File: src/rtl/uart_rx_pkg.sv
// Shared types for the UART receiver: runtime frame configuration and FSM state encoding.
package uart_rx_pkg;

    localparam int DIV_W_C = 16;

    // Field ordering mirrors tx_config_t so one config word can drive both ends of a link.
    typedef struct packed {
        logic [DIV_W_C-1:0] br_div;
        logic               word;
        logic               stop;
    } rx_config_t;

    typedef enum logic [2:0] {
        IDLE  = 3'd0,
        START = 3'd1,
        DATA  = 3'd2,
        STOP  = 3'd3,
        DONE  = 3'd4,
        BREAK = 3'd5
    } rx_state_t;

endpackage

File: src/rtl/uart_rx_sync_2ff.sv
// Flop-chain synchroniser for an asynchronous line that idles high; resets to all ones.
module sync_2ff #(
    parameter int STAGES = 2
) (
    input  logic clk,
    input  logic rst,
    input  logic d,
    output logic q
);

    logic [STAGES-1:0] chain;

    always_ff @(posedge clk) begin
        if (rst) begin
            chain <= '1;
        end else begin
            chain <= {chain[STAGES-2:0], d};
        end
    end

    assign q = chain[STAGES-1];

endmodule

File: src/rtl/uart_rx.sv
// UART receiver: start verification, mid-bit sampling, MSB-first reconstruction,
// one-entry holding register with valid/ack, sticky framing and overrun flags.
module uart_rx
    import uart_rx_pkg::*;
#(
    parameter int SYNC_STAGES = 2,
    parameter int DIV_W       = 16
) (
    input  logic       clk,
    input  logic       rst,
    input  logic       rx_in,
    input  rx_config_t rx_cfg,
    output logic [8:0] data,
    output logic       valid,
    input  logic       ack,
    output logic       framing_err,
    output logic       overrun,
    output logic       busy
);

    rx_state_t        state, state_n;
    logic             rx_s;
    logic [DIV_W-1:0] cnt, mid_q, end_q;
    logic             word_q, stop_q;
    logic [3:0]       bits_q;
    logic [1:0]       stops_q;
    logic [8:0]       shreg;
    logic             ferr_q;
    logic             at_mid, at_end;
    logic             start_det, data_smp, stop_smp, word_wr, cnt_clr;

    sync_2ff #(.STAGES(SYNC_STAGES)) u_sync (
        .clk (clk),
        .rst (rst),
        .d   (rx_in),
        .q   (rx_s)
    );

    assign at_mid = (cnt == mid_q);
    assign at_end = (cnt == end_q);

    always_ff @(posedge clk) begin
        if (rst) begin
            state <= IDLE;
        end else begin
            state <= state_n;
        end
    end

    always_comb begin
        state_n = state;
        case (state)
            IDLE:    if (!rx_s) state_n = START;
            START:   if (at_mid) state_n = rx_s ? IDLE : DATA;
            DATA:    if (at_end && bits_q == 4'd1) state_n = STOP;
            STOP:    if (at_end && stops_q == 2'd1) state_n = DONE;
            DONE:    state_n = rx_s ? IDLE : BREAK;
            BREAK:   if (rx_s) state_n = IDLE;
            default: state_n = IDLE;
        endcase
    end

    // After the START mid-sample the counter restarts, so every later "end" is a bit centre.
    always_comb begin
        busy      = (state != IDLE);
        start_det = (state == IDLE) && !rx_s;
        data_smp  = (state == DATA) && at_end;
        stop_smp  = (state == STOP) && at_end;
        word_wr   = (state == DONE);
        cnt_clr   = (state == IDLE) || ((state == START) && at_mid) || at_end;
    end

    always_ff @(posedge clk) begin
        if (rst) begin
            cnt         <= '0;
            mid_q       <= '0;
            end_q       <= '0;
            word_q      <= 1'b0;
            stop_q      <= 1'b0;
            bits_q      <= 4'd0;
            stops_q     <= 2'd0;
            shreg       <= 9'd0;
            ferr_q      <= 1'b0;
            data        <= 9'd0;
            valid       <= 1'b0;
            framing_err <= 1'b0;
            overrun     <= 1'b0;
        end else begin
            cnt <= cnt_clr ? '0 : cnt + 1'b1;

            if (start_det) begin
                mid_q  <= (rx_cfg.br_div >> 1) - 1'b1;
                end_q  <= rx_cfg.br_div - 1'b1;
                word_q <= rx_cfg.word;
                stop_q <= rx_cfg.stop;
                bits_q <= rx_cfg.word ? 4'd9 : 4'd8;
                shreg  <= 9'd0;
                ferr_q <= 1'b0;
            end

            if (data_smp) begin
                shreg  <= {shreg[7:0], rx_s};
                bits_q <= bits_q - 4'd1;
                if (bits_q == 4'd1) begin
                    stops_q <= stop_q ? 2'd2 : 2'd1;
                end
            end

            if (stop_smp) begin
                if (!rx_s) begin
                    ferr_q <= 1'b1;
                end
                stops_q <= stops_q - 2'd1;
            end

            // A new word always lands; an unacknowledged old word is lost and flagged.
            if (word_wr) begin
                data        <= word_q ? shreg : {1'b0, shreg[7:0]};
                framing_err <= ferr_q;
                valid       <= 1'b1;
                if (valid && !ack) begin
                    overrun <= 1'b1;
                end else if (valid && ack) begin
                    overrun <= 1'b0;
                end
            end else if (valid && ack) begin
                valid   <= 1'b0;
                overrun <= 1'b0;
            end
        end
    end

endmodule

File: config.mk
export PLATFORM = sky130hd
export DESIGN_NAME = uart_rx
export DESIGN_NICKNAME = d
export VERILOG_FILES = /design/src/rtl/uart_rx_pkg.sv /design/src/rtl/uart_rx_sync_2ff.sv /design/src/rtl/uart_rx.sv
export SDC_FILE = /design/constraint.sdc
export NUM_CORES = 1
export LEC_CHECK = 0
export CAP_MARGIN = 5
export CELL_PAD_IN_SITES_DETAIL_PLACEMENT = 0
export CELL_PAD_IN_SITES_GLOBAL_PLACEMENT = 1
export CORE_MARGIN = 5
export CORE_UTILIZATION = 40
export CTS_BUF_LIST = sky130_fd_sc_hd__clkbuf_8
export DETAILED_ROUTE_END_ITERATION = 8
export GPL_TIMING_DRIVEN = 0
export MAX_ROUTING_LAYER = met4
export PLACE_DENSITY_LB_ADDON = 0.12
export SKIP_CTS_REPAIR_TIMING = 1
export SYNTH_ARGS = -nofsm -noshare
export SYNTH_HDL_FRONTEND = slang
export SYNTH_HIERARCHICAL = 1
export SYNTH_SLANG_ARGS = --single-unit
File: constraint.sdc
create_clock -name clk -period 1.97 [get_ports clk]
set_input_delay 0.2955 -clock clk [delete_from_list [all_inputs] [get_ports clk]]
set_output_delay 0.2955 -clock clk [all_outputs]
set_load 0.1 [all_outputs]
==> key figures <==
STA
  • Final hold viol count: 0
  • Clock skew: 14.8 ps
  • FMAX: 0.521 GHz
  • Min Tclk post-route: 1920 ps
  • Max_slew headroom: 35.2%
  • Fin Setup TNS: 0 ps
  • Hold slack: 258 ps
  • Slew Limit Fails: 0
  • Setup ws final: 49.1 ps
  • Final Cycle Share: 97.5%
  • Setup-failing EPs final: 0
  • Worst-margin pin slew: 970 ps

Status
  • Status: finished clean

Critical path
  • Worst-path cell chain: dlymetal6s2s_1 > inv_2 > ha_4 > or3b_4 > nand4bb_4 > nor4_4 > nand2_1 > xor2_2 > a211oi_2
  • Worst setup EP type: flip-flop
  • CP bufs+invs: 2
  • Worst Path Required: 2240 ps
  • Crit path largest cell delay: 400 ps
  • Critical path class: input port to flip-flop
  • Slowest cell on the critical path: or3b_4
  • Critical-path maximum fanout: 4
  • Cell depth of the worst setup path: 9
  • Worst Path Arrival: 2190 ps
  • Worst reg2reg path depth: 7
  • Critical Path Source Type: input port
  • CP top delay family: simple AND/OR/NAND/NOR gates

Global routing
  • Largest net degree at the start of global routing: 16
  • Total GRT Usage: 16.3%
  • GRT overflow: 0
  • Vias in the first global route: 3102
  • First-pass GRT wire length: 16100 um
  • Initial antenna violation count: 0

Pwr
  • Switch Pwr: 1.50 mW
  • Reg power frac: 43.0%
  • Max VDD drop: 0.663 mV
  • Gate power share: 28.2%
  • Clock group share of total power: 28.7%
  • Switching share of power: 33.8%
  • Power density over the cells: 867 nW/um^2
  • Final Total Pwr: 4.44 mW
  • Int Pwr: 2.94 mW
  • Leakage: 2.10 nW

Floorplan
  • Boundary Pins: 35
  • Initial core utilization: 40.6%
  • Rows: 37
  • Core area: 10300 sq um
  • Die Ht: 112 um
  • Die area: 12600 sq um
  • Die Wd: 112 um

Route
  • Via count: 3341
  • Post-route ant nets: 0
  • Residual DRC: 0
  • Drt pass-1 iters: 4
  • DRT iter0 DRCs: 169
  • Final WL: 10000 um
  • Per-cell routed wire length: 14.9 um
  • DR vias/cell: 4.97

Cells and area
  • Share of layout cells above drive strength 1: 16.2%
  • Final Net Count: 560
  • Antenna diode count: 0
  • Most frequent cells in the layout: dfxtp_1, nor2_1, nand2_1
  • Final Cell Area: 5120 sq um
  • Area growth syn-to-layout: 22.7%
  • Layout Cells excl Fill: 672
  • Final core occ: 49.9%
  • FILL cells: 1038
  • Leading cell type in the layout, fill and taps excluded: dfxtp_1

Clock network
  • CTS tree: built
  • Clock latency on the worst-skew pair: 350 ps
  • # H-tree levels: 3
  • Num Clock Sinks: 83
  • Clk buf depth: 2
  • Root Buffer: clkbuf_8
  • Reg clk slew, reported paths: 80 ps
  • Cts bufs inserted: 9

Placed design
  • Port Buffers: 31
  • DPL Wire Length: 7470 um
  • Number of instances in the placed design: 650
  • Dpl cell area: 4660 sq um
  • Pre-CTS WS: -639 ps
  • RePlAce Congestion: 0.794

Hold path
  • HP Class: input port to flip-flop
  • WHS Path Cells: 2

Yosys
  • Yosys reg bits: 83
  • Yosys warns: 6
  • Mapped Cells: 483
  • Avg Synthesized Cell Area: 8.65 sq um
  • Post-synthesis instance area: 4180 sq um
  • Synth cell types: 48
  • Post-synthesis sequential area ratio: 39.8%
  • Syn Nets: 512

Flow run
  • Max-cap violations: 0
-- cells by family (layout without fill, tap and decap cells) --
group           Yosys count  in the layout  share of synthesized area [%]
compound gates           83             83                           13.7
flops                    83             83                           39.8
buf+inv                  49            102                           5.33
mux                       2              2                          0.479
fa+ha+maj                 7              7                           2.10
xor+xnor                 72             72                           15.1
simple gates            187            187                           23.5
-- cells in the mapped netlist (all sizes together) --
cell     instances  area [sq um]
a211oi          33           283
a21o             2          15.0
a21oi           32           160
a221oi           1          8.76
a22oi            1          7.51
a311oi           3          26.3
a31oi            2          12.5
and2             2          12.5
and3             4          25.0
and4             1          8.76
buf             20           114
clkbuf          17          63.8
dfxtp           83          1660
ha               7          87.6
inv             12          45.0
mux2i            2          20.0
nand2           53           199
nand2b           3          18.8
nand3           22           110
nand3b           2          27.5
nand4            6          37.5
nand4bb          1          27.5
nor2            61           229
nor2b            1          6.26
nor3            10          71.3
nor3b            1          12.5
nor4            10           111
nor4b            1          15.0
o21a             1          7.51
o21ai            6          30.0
o221a            1          11.3
o31a             1          8.76
or2              3          18.8
or3              3          18.8
or3b             2          20.0
or4b             1          13.8
xnor2           37           324
xor2            35           307
-- power by group through the flow --
stage                     Clock [mW]  Sequential (mW)  Combinational, mW
final                           1.28             1.91               1.25
after global routing            1.39             1.93               1.36
after CTS                       1.32             1.89               1.09
after detailed placement           0             1.93               1.09
after global placement             0             1.93               1.08
after floorplan                    0             1.95              0.751
-- layer usage --
layer	wire length [um]	part of all wire (%)	track usage, %
met5	0	0	-
met4	127	1.3	4.97
met3	304	3.0	3.50
met2	4230	42	22.0
met1	5360	53	24.1
-- area by class of cell --
class | instances | area [sq um] | area share [%]
clock buffers | 10 | 138 | 2.69
repair buffers | 41 | 450 | 8.79
flip-flops and latches | 83 | 1680 | 32.7
clock inverters | 6 | 71.3 | 1.39
inverters | 12 | 45.0 | 0.879
multi-input cells | 351 | 2380 | 46.4
plain buffers | 33 | 198 | 3.86
well taps | 136 | 170 | 3.32
-- worst register-to-register path: stages, from the launching register on --
cell,delay [ps]
dfxtp_1,300
clkbuf_1,200
or3_4,470
or2_1,220
clkbuf_1,160
buf_2,220
a21oi_1,160
nor2_1,50
-- state kept, by name, summed over array words and instances (netlist names), named ones only --
| signal | flops |
|---|---|
| mid_q | 16 |
| state | 3 |
| shreg | 9 |
| data | 9 |
| word_q | 1 |
| valid | 1 |
| stop_q | 1 |
| cnt | 16 |
| ferr_q | 1 |
| end_q | 16 |
| u_sync/chain | 2 |
| framing_err | 1 |
| bits_q | 4 |
| stops_q | 2 |
-- path summary, 6_finish.rpt --
check / startpoint / endpoint / slack, ps
worst max register to register: state[1] / mid_q[15] / 100
worst min-delay path: rx_cfg[3] / mid_q[0] / 260
worst min register to register: u_sync/chain[0] / u_sync/chain[1] / 430
worst max-delay path: rx_cfg[3] / end_q[15] / 50
(Power assumes the default switching activity.)
